## config.mk

```make
export PLATFORM = sky130hd
export DESIGN_NAME = stream_moving_average
export DESIGN_NICKNAME = d
export VERILOG_FILES = /design/src/rtl/dsp_pkg.sv /design/src/rtl/ma_delay_line.sv /design/src/rtl/stream_moving_average.sv
export SDC_FILE = /design/constraint.sdc
export NUM_CORES = 1
export LEC_CHECK = 0
export CORE_ASPECT_RATIO = 0.9
export CORE_MARGIN = 1.5
export CORE_UTILIZATION = 53
export CTS_CLUSTER_DIAMETER = 80
export DETAILED_ROUTE_END_ITERATION = 8
export PLACE_DENSITY = 0.77
export REMOVE_ABC_BUFFERS = 1
export SYNTH_ARGS = -nofsm -noshare
export SYNTH_HDL_FRONTEND = slang
export SYNTH_HIERARCHICAL = 1
export SYNTH_SLANG_ARGS = --single-unit
```

## constraint.sdc

```tcl
create_clock -name clk -period 2.8 [get_ports clk]
set_input_delay 0.84 -clock clk [delete_from_list [all_inputs] [get_ports clk]]
set_output_delay 0.84 -clock clk [all_outputs]
set_load 0.03 [all_outputs]
```

## src/rtl/dsp_pkg.sv

```systemverilog
// Shared DSP datapath types and CSR field widths.
package dsp_pkg;

  localparam int SAMPLE_W = 16;
  typedef logic signed [SAMPLE_W-1:0] sample_t;

  localparam int DEFAULT_LOG2_TAPS = 3;

  localparam int CSR_ENABLE_W       = 1;
  localparam int CSR_CLEAR_ON_SOP_W = 1;
  localparam int CSR_SAMPLE_COUNT_W = 32;

endpackage

```

## src/rtl/ma_delay_line.sv

```systemverilog
// Sample history for the moving average: shift register with shift-enable and
// synchronous clear; clear together with shift leaves only the new sample.
module ma_delay_line #(
  parameter int DATA_W = 16,
  parameter int DEPTH  = 8
) (
  input  logic              clk,
  input  logic              rst_n,
  input  logic              shift_en,
  input  logic              clear,
  input  logic [DATA_W-1:0] din,
  output logic [DATA_W-1:0] oldest
);

  logic [DATA_W-1:0] taps [DEPTH];

  always_ff @(posedge clk or negedge rst_n) begin
    if (!rst_n) begin
      for (int i = 0; i < DEPTH; i++) taps[i] <= '0;
    end else if (clear) begin
      taps[0] <= shift_en ? din : '0;
      for (int i = 1; i < DEPTH; i++) taps[i] <= '0;
    end else if (shift_en) begin
      taps[0] <= din;
      for (int i = 1; i < DEPTH; i++) taps[i] <= taps[i-1];
    end
  end

  assign oldest = taps[DEPTH-1];

endmodule

```

## src/rtl/stream_moving_average.sv

```systemverilog
// Avalon-ST running mean over the last 2^LOG2_TAPS signed samples, with bypass,
// clear-on-SOP and an output transfer counter.
module stream_moving_average
  import dsp_pkg::*;
#(
  parameter int DATA_W    = SAMPLE_W,
  parameter int LOG2_TAPS = DEFAULT_LOG2_TAPS,
  parameter int CNT_W     = CSR_SAMPLE_COUNT_W
) (
  input  logic                          clk,
  input  logic                          rst_n,
  input  logic [DATA_W-1:0]             sink_data,
  input  logic                          sink_valid,
  input  logic                          sink_startofpacket,
  input  logic                          sink_endofpacket,
  output logic                          sink_ready,
  output logic [DATA_W-1:0]             source_data,
  output logic                          source_valid,
  output logic                          source_startofpacket,
  output logic                          source_endofpacket,
  input  logic                          source_ready,
  input  logic [CSR_ENABLE_W-1:0]       cfg_enable,
  input  logic [CSR_CLEAR_ON_SOP_W-1:0] cfg_clear_on_sop,
  output logic [CNT_W-1:0]              sample_count
);

  localparam int TAPS  = 1 << LOG2_TAPS;
  localparam int ACC_W = DATA_W + LOG2_TAPS;

  logic                    accept;
  logic                    xfer;
  logic                    flush;
  logic [DATA_W-1:0]       oldest;
  logic signed [ACC_W-1:0] acc_q;
  logic signed [ACC_W-1:0] acc_base;
  logic signed [ACC_W-1:0] acc_nxt;
  logic signed [ACC_W-1:0] x_ext;
  logic signed [ACC_W-1:0] old_ext;
  logic [DATA_W-1:0]       avg;

  assign sink_ready = !source_valid || source_ready;
  assign accept     = sink_valid && sink_ready;
  assign xfer       = source_valid && source_ready;
  assign flush      = cfg_clear_on_sop[0] && sink_startofpacket;

  // A flushed window behaves as if history and accumulator were already zero.
  always_comb begin
    x_ext    = {{LOG2_TAPS{sink_data[DATA_W-1]}}, sink_data};
    old_ext  = {{LOG2_TAPS{oldest[DATA_W-1]}}, oldest};
    acc_base = acc_q;
    if (flush) begin
      old_ext  = '0;
      acc_base = '0;
    end
    acc_nxt = acc_base + x_ext - old_ext;
  end

  // Upper bits of the accumulator are the floor-rounded arithmetic shift.
  assign avg = acc_nxt[ACC_W-1:LOG2_TAPS];

  ma_delay_line #(
    .DATA_W (DATA_W),
    .DEPTH  (TAPS)
  ) u_delay_line (
    .clk      (clk),
    .rst_n    (rst_n),
    .shift_en (accept && cfg_enable[0]),
    .clear    (accept && (!cfg_enable[0] || flush)),
    .din      (sink_data),
    .oldest   (oldest)
  );

  always_ff @(posedge clk or negedge rst_n) begin
    if (!rst_n) begin
      acc_q <= '0;
    end else if (accept) begin
      acc_q <= cfg_enable[0] ? acc_nxt : '0;
    end
  end

  always_ff @(posedge clk or negedge rst_n) begin
    if (!rst_n) begin
      source_valid         <= 1'b0;
      source_data          <= '0;
      source_startofpacket <= 1'b0;
      source_endofpacket   <= 1'b0;
    end else if (accept) begin
      source_valid         <= 1'b1;
      source_data          <= cfg_enable[0] ? avg : sink_data;
      source_startofpacket <= sink_startofpacket;
      source_endofpacket   <= sink_endofpacket;
    end else if (xfer) begin
      source_valid <= 1'b0;
    end
  end

  always_ff @(posedge clk or negedge rst_n) begin
    if (!rst_n) begin
      sample_count <= '0;
    end else if (xfer) begin
      sample_count <= sample_count + 1'b1;
    end
  end

endmodule
```

After elaboration in Yosys (flattened, before gate mapping)
Index checks and enable logic that the tools add are counted.
{ "totals": {"wordCells": 37, "register_bits": 198} }
{ "op_classes": {"n_mux": 9, "n_addsub": 3, "reduce_logical": 11} }
{ "op_table": {"columns": ["operator", "count"], "rows": [
  ["2-to-1 mux 128 bit", 2],
  ["2-to-1 mux 19 bit", 3],
  ["adder 32 x 1 -> 32 bit (second input constant)", 1],
  ["2-to-1 mux 16 bit", 2],
  ["adder 19 x 16 -> 19 bit", 1],
  ["subtractor 19 bit", 1],
  ["logical AND 1 bit", 5],
  ["nonzero test 2 bit", 2],
  ["logical NOT 1 bit", 2],
  ["logical OR 1 bit", 2],
  ["2-to-1 mux 1 bit", 2]
]} }

Longest topological paths before layout
{ "logic_depth": {"word_depth": 6, "mapped_depth": 14} }

By module
Netlist, hierarchy kept.
{ "by_module_without_submodules": {"columns": ["module", "area_per_inst_um2", "seq_area_each_um2", "instances", "cells_per_inst"], "rows": [
  ["ma_delay_line", 5337.6, 3203.1, 1, 414],
  ["stream_moving_average", 4608.2, 1751.7, 1, 507]
]} }

Worst setup path before layout
Ideal clock, no wire load.
{ "synth_timing": {"kind": "input port to flip-flop", "start": "input port cfg_clear_on_sop", "end": "register source_data[11]", "t_arrival_ps": 3523, "required_time_ps": 2676, "setup_time_ps": 124, "n_path_buf": 2, "path_slack_ps": -847, "stages": 13, "path_cell_list": "nand2_1 > clkbuf_1 > nand2_1 > fa_1 > inv_1 > ha_1 > buf_4 > a21o_1 > a21oi_1 > or4b_1 > o2111a_2 > mux2i_1 > a211o_1"} }
{ "synth_between": {"elab_chain_len": 5} }
{ "synth_rtl": {"columns": ["item", "line", "source"], "rows": [
  ["start: declaration", "stream_moving_average.sv:23", "input logic [CSR_CLEAR_ON_SOP_W-1:0] cfg_clear_on_sop,"],
  ["logical AND 1 bit (*)", "stream_moving_average.sv:44", "assign flush = cfg_clear_on_sop[0] && sink_startofpacket;"],
  ["2-to-1 mux 19 bit", "stream_moving_average.sv:51", "if (flush) begin"],
  ["adder 19 x 16 -> 19 bit", "stream_moving_average.sv:55", "acc_nxt = acc_base + x_ext - old_ext;"],
  ["subtractor 19 bit (*)", "stream_moving_average.sv:55", null],
  ["2-to-1 mux 16 bit (*)", "stream_moving_average.sv:89", "source_data <= cfg_enable[0] ? avg : sink_data;"],
  ["end signal: assignment", "stream_moving_average.sv:89", null],
  ["end: declaration", "stream_moving_average.sv:17", "output logic [DATA_W-1:0] source_data,"]
]} }
Mark *: on every way between the ends. The rest lies on a longest branch, timed or not.
A chain may end at the register's enable or synchronous reset.

Worst setup path in the final report
{ "layout_timing": {"start": "input port cfg_clear_on_sop", "end": "register acc_q[18]"} }
{ "layout_between": {"elab_chain_len": 5} }
{ "layout_rtl": {"columns": ["item", "line", "source"], "rows": [
  ["logical AND 1 bit (*)", "stream_moving_average.sv:44", null],
  ["2-to-1 mux 19 bit", "stream_moving_average.sv:51", null],
  ["adder 19 x 16 -> 19 bit", "stream_moving_average.sv:55", null],
  ["subtractor 19 bit (*)", "stream_moving_average.sv:55", null],
  ["2-to-1 mux 19 bit (*)", "stream_moving_average.sv:77", "acc_q <= cfg_enable[0] ? acc_nxt : '0;"],
  ["end signal: assignment", "stream_moving_average.sv:77", null],
  ["end: declaration", "stream_moving_average.sv:34", "logic signed [ACC_W-1:0] acc_q;"]
]} }
Marks and branches as above.

==> results.txt <==
Status: finished with violations
Failing checks: setup timing
Die Ht: 133 µm
Synth async-reset ratio: 1.00
Clk Latency, worst-skew pair: 440 ps
Most common cell after layout, fill and taps aside: dfrtp_1
Pin count of the biggest net entering global routing: 60
R2R cell count: 11
Final wirelength: 25600 µm
R2R Setup Slk: -190 ps
Critical Path Source: cfg_clear_on_sop
I/O Buffers: 75
Number of global-route vias before repair: 7533
Crit-path max FO: 6
Total leakage power: 6.00 nW
Drt first pass iters: 7
Hold buffers post-CTS: 0
Antenna violations before repair: 1
Max Clock Skew: 9.18 ps
Die width: 147 µm
Fin. max-slew vios: 0
Synthesized cell area: 9950 µm²
Dpl cells: 1272
Num CTS Buffers: 17
Critical Path AT: 3760 ps
DR vias/cell: 5.62
Syn. warnings: 6
CTS tree: yes
Grt total ovfl: 0
Fmax: 0.295 GHz
Synth Instances: 921
Final period utilization: 1.21
Final Hold Vio Count: 0
Reg2reg end: acc_q[18]
Max-cap violations: 0
Initial DRC count: 541
CTS Root Buffer Type: clkbuf_16
Synthesis-stage register bit count: 198
FP Rows: 47
Core area: 18400 µm²
DRC viols: 0
Pwr/cell area: 807 nW/µm²
Average wire per standard cell: 19.3 µm
Min Tclk post-route: 3390 ps
Clock Path Buffers: 2
Initial Util: 0.540
GRT Util Overall: 0.246
Most frequent cells in the layout: dfrtp_1 (198), nor2_1 (127), mux2i_1 (114)
First-pass GRT wire length: 38200 µm
Detailed-route via count: 7471
Post-Syn Area per Cell: 10.8 µm²
Startpoint type of the worst setup path: input pin
Placed cell areas: 11300 µm²
Layout filler cell count: 1253
IO Count: 76
Routability cong.: 0.924
Peak VDD IR: 0.000643 V
Diodes inserted: 0
DP Worst Slack: -1360 ps
Register area share after synthesis: 0.498
Area grow syn2layout: 28.7%
Share of the synthesized area in the top cell type: 0.498
Top FF cell, synth: dfrtp_1
Synth area leader: dfrtp_1
Finished Layout Cells: 1330
Final #Nets: 1135
Least-Margin Pin Slew: 537 ps
Total die area: 19600 µm²
Worst min path class: input pin to asynchronous set/reset pin
Clk slew on worst S/H paths: 70 ps
Fin worst setup slack: -592 ps
Final instance area: 12800 µm²
Crit Reg-Reg Startpoint: u_delay_line/oldest[9]
Crit end category: register
Clk sinks: 198
Layout cell share with drive strength beyond 1: 0.250
Detail Route Antenna Nets: 0
CP required: 3170 ps
Kind of critical path: input pin to register
Post-DP HPWL: 14300 µm
RSZ-0062 raised after global routing: yes
Count of cell types in the netlist: 55
H-tree depth: 4
Worst slew margin: 0.641
Final setup fails: 30
Post-synth EDFFs: 0
Area contributors post-synth: dfrtp_1 (50%), mux2i_1 (12%), nor2_1 (4.8%)
==> worst max-delay path by stage <==
stage | end | slack [ps] | cells past startpoint
global route | acc_q[18] | -660 | 17
floorplan | u_delay_line/taps[112] | -3930 | 5
CTS | source_data[15] | -390 | 16
global placement | source_data[11] | -1250 | 13
detailed placement | source_data[11] | -1360 | 12
finish | acc_q[18] | -590 | 17
==> flip-flops by register name (all words and copies together) (netlist names) <==
register              count
source_data              16
sample_count             32
acc_q                    19
u_delay_line/taps       112
source_valid              1
source_endofpacket        1
source_startofpacket      1
u_delay_line/oldest      16
==> cell usage after synthesis (8+ instances only) <==
library cell and count:
a21oi_1 19, a22o_1 16, a31oi_1 8, and2_1 20
buf_12 10, buf_2 14, buf_4 20, clkbuf_1 16
dfrtp_1 198, fa_1 18, ha_1 21, inv_1 57
mux2i_1 118, nand2_1 71, nand2b_1 8, nand3_1 21
nand4_1 11, nor2_1 127, o21ai_0 44, xnor2_1 29
xor2_1 15
==> kinds of logic after synthesis <==
group                      share of synthesized area
xor gates and xnor gates                      0.0387
adders and majority gates                     0.0626
AOI/OAI and AO/OA                             0.0721
DFF                                            0.498
buffers and inverters                         0.0740
muxes                                          0.121
and+or+nand+nor                                0.133
==> where the power goes <==
part	switching [mW]	internal (mW)
Clock	1.17	1.21
Sequential	0.255	3.17
Combinational	2.43	2.10
==> worst max-delay path: stages <==
cell and delay (ps):
buf_8 80, nand2_8 80, buf_12 130, buf_16 130, buf_8 130, buf_4 150, nand2_2 80, inv_2 50
fa_1 500, inv_1 50, ha_1 300, buf_4 160, a21oi_1 220, o31ai_2 150, nor3_1 400, mux2i_4 160
nand3_1 140
==> cell type report <==
| class | instances | area, µm² | area share |
|---|---|---|---|
| inverter | 57 | 219 | 0.0171 |
| sequential | 198 | 4950 | 0.387 |
| clock inverter | 13 | 115 | 0.00899 |
| clock buffer | 19 | 453 | 0.0354 |
| timing repair buffer | 195 | 1890 | 0.148 |
| multi-input combinational | 603 | 4860 | 0.380 |
| tap | 245 | 307 | 0.0239 |
==> stage by stage <==
step / hold slack, ps / setup TNS (ps) / power (mW) / utilization
2_1_floorplan: 439 / -515470 / 5.22 / -
3_3_place_gp: 453 / -35430 / 6.47 / 0.614
3_5_place_dp: 456 / -38780 / 6.54 / 0.614
4_1_cts: 391 / -5130 / 9.62 / 0.679
5_1_grt: 416 / -12410 / 10.8 / 0.696
6_report: 375 / -10250 / 10.3 / 0.696
==> routing by layer <==
layer  wire (µm)  share of wire  vias up  global-route usage
li1            -              -     3368                   -
met1       10600           0.41     3718               0.340
met2       12600           0.49      311               0.395
met3        1370          0.054       74              0.0390
met4        1030          0.040        0              0.0922
met5           0              0        -                   0
==> repair_timing <==
action	4_1_cts	5_1_grt
cloned	3	0
setup buffers	14	13
endpoints found under the setup margin	33	31
resized for setup	135	53
pin swaps	33	53
Note: power is estimated with default switching activity, not from simulation.
==> RTL change: new RTL, config.mk and constraints unchanged <==
`DEFAULT_LOG2_TAPS`: 3 -> 2.
--- a/src/rtl/dsp_pkg.sv
+++ b/src/rtl/dsp_pkg.sv
@@ -4,7 +4,7 @@
   localparam int SAMPLE_W = 16;
   typedef logic signed [SAMPLE_W-1:0] sample_t;
 
-  localparam int DEFAULT_LOG2_TAPS = 3;
+  localparam int DEFAULT_LOG2_TAPS = 2;
 
   localparam int CSR_ENABLE_W       = 1;
   localparam int CSR_CLEAR_ON_SOP_W = 1;
Formal check against the unedited RTL: not equivalent (a bounded check fails within 4 cycles, from zero or initial values and one cycle with rst_n low).
==> RTL change against the unedited design <==
The run still ends with negative setup slack left. Sequential cell count down 65. Global-route usage up 2.4 points. Total power down 16%. Critical path depth down 1. Clock skew down 0.00086 ns. Setup slack better by 0.20 ns. Area after synthesis down 27%. Cell area down 23%. Wire length down 26%. Critical path type unchanged. Largest cell class is now multi-input gates. Highest routed layer unchanged.
==> RTL change: results (changes against the unedited design) <==
stage;metric;value;unit;change
status;status;finished, violations left;;
status;violations;negative setup slack;;
layout;seq-cell-share;33.9;%;-4.8 points
global_route;grt_antenna_before_repair;0;;-1
yosys;ys_types;50;;-9.1%
power;peakVddDrop;594;uV;-7.7%
placement;hpwl;12100;um;-16%
placement;gp_congestion;0.879;;-4.9%
yosys;syn_avg_cell_area;10.1;um^2;-6.8%
routing;met1_length;8310;um;-22%
layout;nClkBuffers;21;;+2
placement;preCtsSetupSlack;-1.49;ns;-0.125 ns
layout;bufAreaShareNonClock;16.3;%;+1.5 points
yosys;ys_seq_area_share;46.1;%;-3.8 points
global_route;met2_usage;42.2;%;+2.7 points
layout;nFlopsAndLatches;133;;-33%
routing;dr_wl_met3;997;um;-27%
timing;finClkSkew;0.00832;ns;-0.000863 ns
yosys;yosys-top-cells-count;dfrtp_1, nand2_1, nor2_1;;
layout;largestRegisters;u_delay_line/taps (48), sample_count (32), acc_q (18);;
placement;placed_cell_area;0.00848;mm^2;-25%
layout;clk_share;5.77;%;+1.3 points
global_route;grtUsageMet1;36.9;%;+3.0 points
timing;fin_ws;-0.388;ns;+0.204 ns
placement;dp.cells;985;;-23%
critical_path;arrival;3.49;ns;-0.27 ns
critical_path;worst-path-max-fanout;4;;-2
power;p_leak;4.58;nW;-24%
layout;nNonClkInverters;59;;+3.5%
layout;fillers;880;;-30%
global_route;grt_pass1_vias;5938;;-21%
global_route;grt_start_max_net_pins;59;;-1.7%
power;p_seq_share;28.3;%;-4.8 points
routing;wl_met2;9160;um;-27%
timing;setup_violations;28;;-6.7%
power;p_clk_share;25.1;%;+2.1 points
layout;layout.nets;913;;-20%
power;power_per_cell_area;883;mW/mm^2;+9.4%
global_route;grt_pass1_wl;30100;um;-21%
power;p_sw_share;36.8;%;-0.52 points
global_route;grt_use_met3;6.61;%;+2.7 points
routing;drt_iter0_drc;431;;-20%
timing;setup_tns;-8.30;ns;+1.95 ns
layout;n_all_buffers;163;;-16%
## RTL change: cell types whose count changed after synthesis, moves of 6 or more
cell | before | now
nor2_1 | 127 | 69
o21ai_0 | 44 | 36
dfrtp_1 | 198 | 133
buf_2 | 14 | 5
buf_12 | 10 | 4
mux2i_1 | 118 | 53
## RTL change: per-stage QoR
| stage | power [W] | utilization (%) | hold slack, ns |
|---|---|---|---|
| global route | 0.00911 | 73.8 | 0.432 |
| CTS | 0.00826 | 72.2 | 0.403 |
| global placement | 0.00539 | 63.7 | 0.451 |
| floorplan | 0.00414 | - | 0.439 |
| detailed placement | 0.00545 | 63.7 | 0.459 |
| finish | 0.00868 | 73.8 | 0.391 |
## RTL change: cell families after synthesis
family          synth area share (%)
simple gates                    16.1
compound gates                  9.35
fa+ha+maj                       8.17
buf+inv                         7.74
mux                             7.65
xor+xnor                        4.97
flops                           46.1
## RTL change: path summary, 6_finish.rpt
path | startpoint | to | slack [ns] | cells past startpoint
setup / recovery | cfg_clear_on_sop | source_data[9] | -0.39 | 16
hold / removal | rst_n | u_delay_line/taps[54] | 0.39 | 1
setup reg to reg | u_delay_line/oldest[1] | source_data[9] | -0.03 | 12
hold reg to reg | sample_count[31] | sample_count[31] | 0.47 | 1
max in group asynchronous | rst_n | u_delay_line/taps[16] | 1.73 | 2
min in group clk | sample_count[31] | sample_count[31] | 0.47 | 1
## RTL change: what timing repair did
action                                 4_1_cts  5_1_grt
endpoints found under the hold margin        0        0
buffers inserted                             8        7
hold buffers                                 0        0
cloned                                       3        0
gates resized for setup                    117       43
setup endpoints to repair                   32       29
pin swaps                                   56       30
